--- src/rtl/nanov_regfile_serial.sv ---
// Digit-serial register file for the nanoV core: NREGS words of XLEN bits, streamed
// DIGIT bits per cycle (LSB digit first) on two read ports and one write port.
module nanov_regfile_serial #(
    parameter int XLEN     = 32,
    parameter int NREGS    = 16,
    parameter int DIGIT    = 1,
    parameter int ZERO_REG = 1,
    localparam int AW      = (NREGS > 1) ? $clog2(NREGS) : 1,
    localparam int NDIG    = XLEN / DIGIT,
    localparam int CW      = $clog2(NDIG)
) (
    input  logic             clk,
    input  logic             rstn,
    input  logic             pause,
    input  logic             wr_en,
    input  logic [AW-1:0]    rs1,
    input  logic [AW-1:0]    rs2,
    input  logic [AW-1:0]    rd,
    input  logic [DIGIT-1:0] data_rd,
    output logic [DIGIT-1:0] data_rs1,
    output logic [DIGIT-1:0] data_rs2,
    output logic [CW-1:0]    digit_idx,
    output logic             word_start,
    output logic             word_last
);
    localparam int OW        = $clog2(XLEN);
    localparam bit HARD_ZERO = (ZERO_REG == 1);

    logic [XLEN-1:0] regs_q [NREGS];
    logic [XLEN-1:0] regs_d [NREGS];
    logic [CW-1:0]   digit_idx_q;
    logic [CW-1:0]   digit_idx_d;
    logic [OW-1:0]   bit_off_s;
    logic            last_s;

    // Wrap is an explicit compare so non-power-of-two digit counts never overflow into a gap.
    assign last_s     = (digit_idx_q == CW'(NDIG - 1));
    assign bit_off_s  = OW'(digit_idx_q) * OW'(DIGIT);
    assign digit_idx  = digit_idx_q;
    assign word_start = (digit_idx_q == '0);
    assign word_last  = last_s;

    // Read mux: unmatched addresses (>= NREGS) and a hard-wired x0 fall through to zero.
    always_comb begin
        data_rs1 = '0;
        data_rs2 = '0;
        for (int i = 0; i < NREGS; i++) begin
            data_rs1 = (!(HARD_ZERO && i == 0) && rs1 == AW'(i)) ?
                       regs_q[i][bit_off_s +: DIGIT] : data_rs1;
            data_rs2 = (!(HARD_ZERO && i == 0) && rs2 == AW'(i)) ?
                       regs_q[i][bit_off_s +: DIGIT] : data_rs2;
        end
    end

    // Next-state: counter advance and single-digit write, both frozen by pause.
    always_comb begin
        regs_d = regs_q;
        if (pause) begin
            digit_idx_d = digit_idx_q;
        end else begin
            digit_idx_d = last_s ? '0 : digit_idx_q + CW'(1);
            for (int i = 0; i < NREGS; i++) begin
                regs_d[i][bit_off_s +: DIGIT] =
                    (wr_en && !(HARD_ZERO && i == 0) && rd == AW'(i)) ?
                    data_rd : regs_q[i][bit_off_s +: DIGIT];
            end
        end
    end

    // State registers; reset discards any partially written word.
    always_ff @(posedge clk) begin
        if (!rstn) begin
            digit_idx_q <= '0;
            for (int i = 0; i < NREGS; i++) begin
                regs_q[i] <= '0;
            end
        end else begin
            digit_idx_q <= digit_idx_d;
            for (int i = 0; i < NREGS; i++) begin
                regs_q[i] <= regs_d[i];
            end
        end
    end

endmodule
--- config.mk ---
export PLATFORM = sky130hd
export DESIGN_NAME = nanov_regfile_serial
export DESIGN_NICKNAME = d
export VERILOG_FILES = /design/src/rtl/nanov_regfile_serial.sv
export SDC_FILE = /design/constraint.sdc
export NUM_CORES = 1
export LEC_CHECK = 0
export ABC_AREA = 1
export CAP_MARGIN = 25
export CORE_MARGIN = 2
export CORE_UTILIZATION = 55
export CTS_CLUSTER_DIAMETER = 150
export CTS_CLUSTER_SIZE = 40
export DETAILED_ROUTE_END_ITERATION = 10
export GPL_ROUTABILITY_DRIVEN = 0
export PLACE_DENSITY = 0.71
export SYNTH_ARGS = -nofsm -noshare
export SYNTH_HDL_FRONTEND = slang
export SYNTH_SLANG_ARGS = --single-unit
--- constraint.sdc ---
create_clock -name clk -period 8.7 [get_ports clk]
set_input_delay 0.87 -clock clk [delete_from_list [all_inputs] [get_ports clk]]
set_output_delay 0.87 -clock clk [all_outputs]
set_load 0.03 [all_outputs]
==> reports/qor.yml, run 1 <==
die:
  start_util_pct: 55.9
  rows: 74
  io_pins: 26
  die_w_um: 208
  core_um2: 41000
  die_h_um: 208
  fp.dieArea_um2: 43300
detailed_routing:
  vias_per_cell: 6.21
  drtIter0Drc: 3776
  drt-total-wl_um: 76900
  final_antenna_net_count: 0
  drt_pass1_iterations: 9
  num_vias: 22700
  wl_per_cell_um: 21.1
  drc: 0
clocking:
  clock_path_buffers: 3
  cts_resized: 0
  clk_pin_slew_ns: 0.14
  postCtsSetupBuffers: 0
  cts-buffers-inserted: 16
  cts_tree: "yes"
  cts_hold_buf: 0
  htreeDepth: 1
  clk_latency_ns: 0.60
  cts-root-buf: "clkbuf_16"
  cts_sinks: 485
yosys:
  ys_seq_area_share_pct: 42.3
  ys_dominant_reg_cell: "dfxtp_1"
  syn_nets: 3314
  synthArstFlopShare_pct: 0
  syn_area_um2: 22900
  yosysUniqueCellTypes: 43
  synth_area_leaders: "dfxtp_1 (42%), o21ai_0 (16%), a21oi_1 (13%), nand2_1 (6.7%), inv_1 (5.3%)"
  yosysTopAreaCellShare_pct: 42.3
  ys_ff_latch: 485
  synth_cells: 3290
  synth_common_cells: "o21ai_0 (715), a21oi_1 (577), dfxtp_1 (485)"
  synth_area_per_cell_um2: 6.97
  yosysTopAreaCell: "dfxtp_1"
  synth_edf_count: 0
  synth_most_common_cell: "o21ai_0"
  ys_warn_count: 0
power_and_ir_drop:
  peakVddDrop_mv: 0.121
  p_leak_nw: 9.65
  p_per_area_nw_per_um2: 169
global_route:
  antenna_found_initial: 1
  grt_start_max_net_pins: 257
  grt_pass1_wl_um: 117000
  grt_usage_pct: 34.2
  grt_overflow: 0
  grt_pass1_vias: 20100
setup_path:
  crit_chain: "clkinv_8 -> buf_4 -> buf_4 -> a21oi_1 -> o21ai_0 -> o21ai_0 -> nand2_1 -> nand4_1 -> nand2_1 -> inv_1 -> nand4_1 -> nand4_1 -> nand2_1 -> nand4_1 -> clkdlybuf4s50_1"
  critPathKind: "flop to output port"
  critPathCaptureType: "output port"
  r2r_cells: 12
  critPathLaunchType: "flop"
  cpPeakStageDelay_ns: 0.73
  worst_path_max_delay_cell: "dfxtp_4"
  path_max_fanout: 162
  required_ns: 7.83
  crit_top_cell: "nand4_1"
  cp.arrival_ns: 4.90
run_status:
  status: "complete, no violations"
final_layout:
  area_growth_syn_to_layout_pct: 3.30
  fin_util_pct: 57.7
  fill_cells: 3859
  nNetsFinal: 3141
  layout-drive-gt1-share_pct: 5.61
timing:
  fin_crit_ns: 5.77
  holdWs_ns: 0.552
  timing.fmax_mhz: 173
  finalSetupTns_ns: 0
  tightest_slew_ns: 1.07
  slew_headroom_pct: 28.9
  finalHoldViolCount: 0
  drv_slew: 0
  setup_viol: 0
  rsz0062_at_grt: "false"
  period_share_pct: 66.3
  finClkSkew_ns: 0.0646
job:
  max_cap_violations: 0
place:
  io_buffers: 25
  dp_hpwl_um: 49000
min_path:
  hold_depth: 2
  hold_class: "flop to flop"
[cells by family after synthesis]
family | count (synthesis) | share of synthesized area [%]
AND/OR/NAND/NOR | 828 | 15.5
flip-flops | 485 | 42.3
XOR/XNOR | 1 | 0.0382
buffers and inverters | 604 | 11.3
adder cells (fa/ha/maj) | 7 | 0.382
AO/OA/AOI/OAI | 1365 | 30.5
[final timing paths]
kind,startpoint,to,slack (ns)
worst min-delay path,regs_q[371]$_SDFFE_PN0P_,regs_q[371]$_SDFFE_PN0P_,0.55
worst min register to register,regs_q[371]$_SDFFE_PN0P_,regs_q[371]$_SDFFE_PN0P_,0.55
worst max register to register,digit_idx[0]$_SDFFE_PN0N_,regs_q[325]$_SDFFE_PN0P_,3.77
worst max-delay path,digit_idx[0]$_SDFFE_PN0N_,data_rs2,2.93
[routing by layer]
metal,up-vias,track usage (%),wire (um)
met5,-,0,0
met3,187,7.65,9420
met1,10500,48.6,32000
li1,10600,-,-
met2,1355,50.7,32500
met4,0,12.7,2940
[flip-flops by register name, summed over array words and instances (netlist names)]
register	flops
digit_idx	5
regs_q	480
[through the flow]
step	total power, mW	std cells	cell area, um^2	worst slack (ns)
global route	4.11	3650	23700	2.68
finish	3.99	3651	23700	2.93
global placement	2.93	3617	22900	3.65
floorplan	2.74	3290	22900	5.25
CTS	3.97	3649	23700	3.05
detailed placement	2.94	3630	23200	3.73
[where the power goes]
part / leakage (nW) / switching [mW] / total, mW / internal (mW)
combinational: 5.52 / 0.502 / 0.652 / 0.151
sequential: 3.91 / 0.0184 / 2.27 / 2.25
clock: 0.222 / 0.708 / 1.07 / 0.364
total: 9.65 / 1.23 / 3.99 / 2.76
[critical path, delay by kind of cell, from the launching register on]
| kind | cells | cell delay (ns) |
|---|---|---|
| flops | 1 | 0.73 |
| buf+inv | 5 | 2.36 |
| compound gates | 3 | 0.41 |
| simple gates | 7 | 0.66 |
[cell type report]
type,instances,area (um^2),area share (%)
Antenna cell,1,2.50,0.0106
Timing Repair Buffer,83,878,3.71
Clock buffer,18,429,1.81
Clock inverter,1,30.0,0.127
Multi-Input combinational cell,2201,10700,45.2
Tap cell,532,666,2.81
Sequential cell,485,9720,41.0
Inverter,330,1250,5.29
[placed cells by master (no fill, tap or decap), types with 21 or more instances in the layout]
cell type        instances
nand2_1                408
o21ai_0                715
buf_4                   43
clkdlybuf4s50_1         24
nand3_1                 88
inv_1                  320
nor2_2                  30
nand4_1                 33
o21ai_1                 29
nor3_2                  21
a21oi_1                577
nor2_1                 212
dfxtp_1                483
No activity file was read; power rests on OpenSTA's default activity.
==> run 2, diff against run 1 <==
Clock period 8.7 ns to 6 ns, I/O delays scaled along.
==> run 2 against run 1 <==
Against the previous run:
- clock power rose by 44%
- register-to-register slack got worse by 2.9 ns
- flip-flop and latch count did not move
- worst hold slack got worse by 0.010 ns
- count of clock-buffer cells in the layout did not move
- via count rose by 0.49%
- global-route usage rose by 0.33 points
- critical path depth rose by 3
- core utilization barely moved
- setup slack got worse by 2.6 ns
- total power rose by 45%
==> reports/qor.yml, run 2 (synthesized netlist as in run 1, its figures left out) <==
place:
  io_buffers: 25
  dp_hpwl_um: 49700
  placed_cells: 3637
  place_ws_ns: 1.10
detailed_routing:
  vias_per_cell: 6.23
  final_antenna_net_count: 0
  drc: 0
  drtIter0Drc: 3586
  num_vias: 22800
  wl_per_cell_um: 21.2
  drt_pass1_iterations: 8
  drt-total-wl_um: 77500
power_and_ir_drop:
  internal-power_mw: 4.00
  p_leak_nw: 9.67
  p_per_area_nw_per_um2: 244
  p_seq_share_pct: 56.9
  peakVddDrop_mv: 0.185
  pwr-share-comb_pct: 16.5
  clockPowerShare_pct: 26.6
  switching_power_mw: 1.79
  p_sw_share_pct: 30.9
setup_path:
  reg2reg_from: "digit_idx[0]$_SDFFE_PN0N_"
  critPathCaptureType: "output port"
  critPathKind: "flop to output port"
  reg2reg_to: "regs_q[66]$_SDFFE_PN0P_"
  cp.arrival_ns: 5.06
  critPathLaunchType: "flop"
  required_ns: 5.40
  reg2reg_slack_ns: 0.90
  path_max_fanout: 152
  r2r_cells: 13
timing:
  fin_crit_ns: 5.66
  drv_slew: 0
  fin_ws_ns: 0.339
  period_share_pct: 94.3
  holdWs_ns: 0.542
  finalSetupTns_ns: 0
  finClkSkew_ns: 0.0730
  tightest_slew_ns: 1.06
  finalHoldViolCount: 0
  slew_headroom_pct: 29.3
  setup_viol: 0
  timing.fmax_mhz: 177
  rsz0062_at_grt: "false"
min_path:
  hold_class: "flop to flop"
  worst_hold_path.endpoint: "regs_q[65]$_SDFFE_PN0P_"
  hold_depth: 2
  hp-start: "regs_q[65]$_SDFFE_PN0P_"
die:
  die_w_um: 208
  rows: 74
  core_um2: 41000
  die_h_um: 208
  io_pins: 26
  fp.dieArea_um2: 43300
  start_util_pct: 55.9
clocking:
  cts_hold_buf: 0
  cts_resized: 0
  cts_sinks: 485
  htreeDepth: 1
  cts_tree: "yes"
  cts-root-buf: "clkbuf_16"
  postCtsSetupBuffers: 0
  cts-buffers-inserted: 16
  clk_pin_slew_ns: 0.16
  clk_latency_ns: 0.60
  clock_path_buffers: 3
global_route:
  grt_overflow: 0
  grt_pass1_wl_um: 118000
  antenna_found_initial: 1
  grt_pass1_vias: 20500
  grt_start_max_net_pins: 174
  grt_usage_pct: 34.5
final_layout:
  instances_no_fill: 3659
  area_growth_syn_to_layout_pct: 3.21
  layout-drive-gt1-share_pct: 5.85
  diodes: 0
  top_register: "regs_q"
  final_cell_mix: "o21ai_0 (715), a21oi_1 (577), dfxtp_1 (483)"
  largest_reg_flops: 480
  nNetsFinal: 3149
  layout.cells.most_common: "o21ai_0"
job:
  max_cap_violations: 0
run_status:
  status: "complete, no violations"
[run 2: worst max path at each step]
| stage | end | start | cells past startpoint | slack, ns |
|---|---|---|---|---|
| finish | data_rs2 | digit_idx[0]$_SDFFE_PN0N_ | 18 | 0.34 |
| global placement | regs_q[194]$_SDFFE_PN0P_ | digit_idx[0]$_SDFFE_PN0N_ | 13 | 1.18 |
| floorplan | regs_q[163]$_SDFFE_PN0P_ | digit_idx[0]$_SDFFE_PN0N_ | 19 | 2.55 |
| CTS | data_rs2 | digit_idx[0]$_SDFFE_PN0N_ | 15 | 0.57 |
| global route | data_rs1 | digit_idx[0]$_SDFFE_PN0N_ | 18 | 0.07 |
| detailed placement | regs_q[194]$_SDFFE_PN0P_ | digit_idx[0]$_SDFFE_PN0N_ | 13 | 1.10 |
[run 2: stage by stage]
step | cell area, um^2 | total power [mW] | util, %
2_1_floorplan | 22900 | 3.97 | -
3_3_place_gp | 23100 | 4.26 | 56.4
3_5_place_dp | 23200 | 4.27 | 56.5
4_1_cts | 23600 | 5.75 | 57.6
5_1_grt | 23700 | 5.96 | 57.7
6_report | 23700 | 5.79 | 57.7
[run 2: power by group through the flow]
stage | clock network [mW] | logic [mW] | registers, mW
floorplan | 0 | 0.618 | 3.35
global placement | 0 | 0.898 | 3.36
detailed placement | 0 | 0.906 | 3.36
CTS | 1.55 | 0.909 | 3.29
global route | 1.65 | 1.01 | 3.30
finish | 1.54 | 0.952 | 3.29
[run 2: routing by layer]
metal | GRT usage, % | wire length [um]
met4 | 12.6 | 2980
met2 | 51.7 | 33100
met3 | 6.73 | 9120
met1 | 49.3 | 32400
met5 | 0 | 0
[run 2: worst max-delay path: stages (launching register included)]
cell and delay, ns:
dfxtp_4 0.92, clkinv_8 0.60, buf_12 0.44, buf_12 0.21
nor2_1 0.11, o21ai_0 0.10, nand2_1 0.12, nand2_1 0.07
nor2_1 0.09, nand2_1 0.12, nand3_1 0.11, nand3_1 0.07
nor2_1 0.11, nand4_1 0.12, nor2_1 0.11, nand4_1 0.09
nand2_1 0.08, nand4_1 0.11, clkdlybuf4s50_1 0.62
[run 2: final cells by class]
| class | count | area [um^2] |
|---|---|---|
| sequential | 485 | 9720 |
| tap | 532 | 666 |
| inverter | 330 | 1250 |
| multi-input combinational | 2201 | 10700 |
| fill | 3872 | 17300 |
| timing repair buffer | 91 | 872 |
| clock inverter | 2 | 46.3 |
| clock buffer | 18 | 408 |
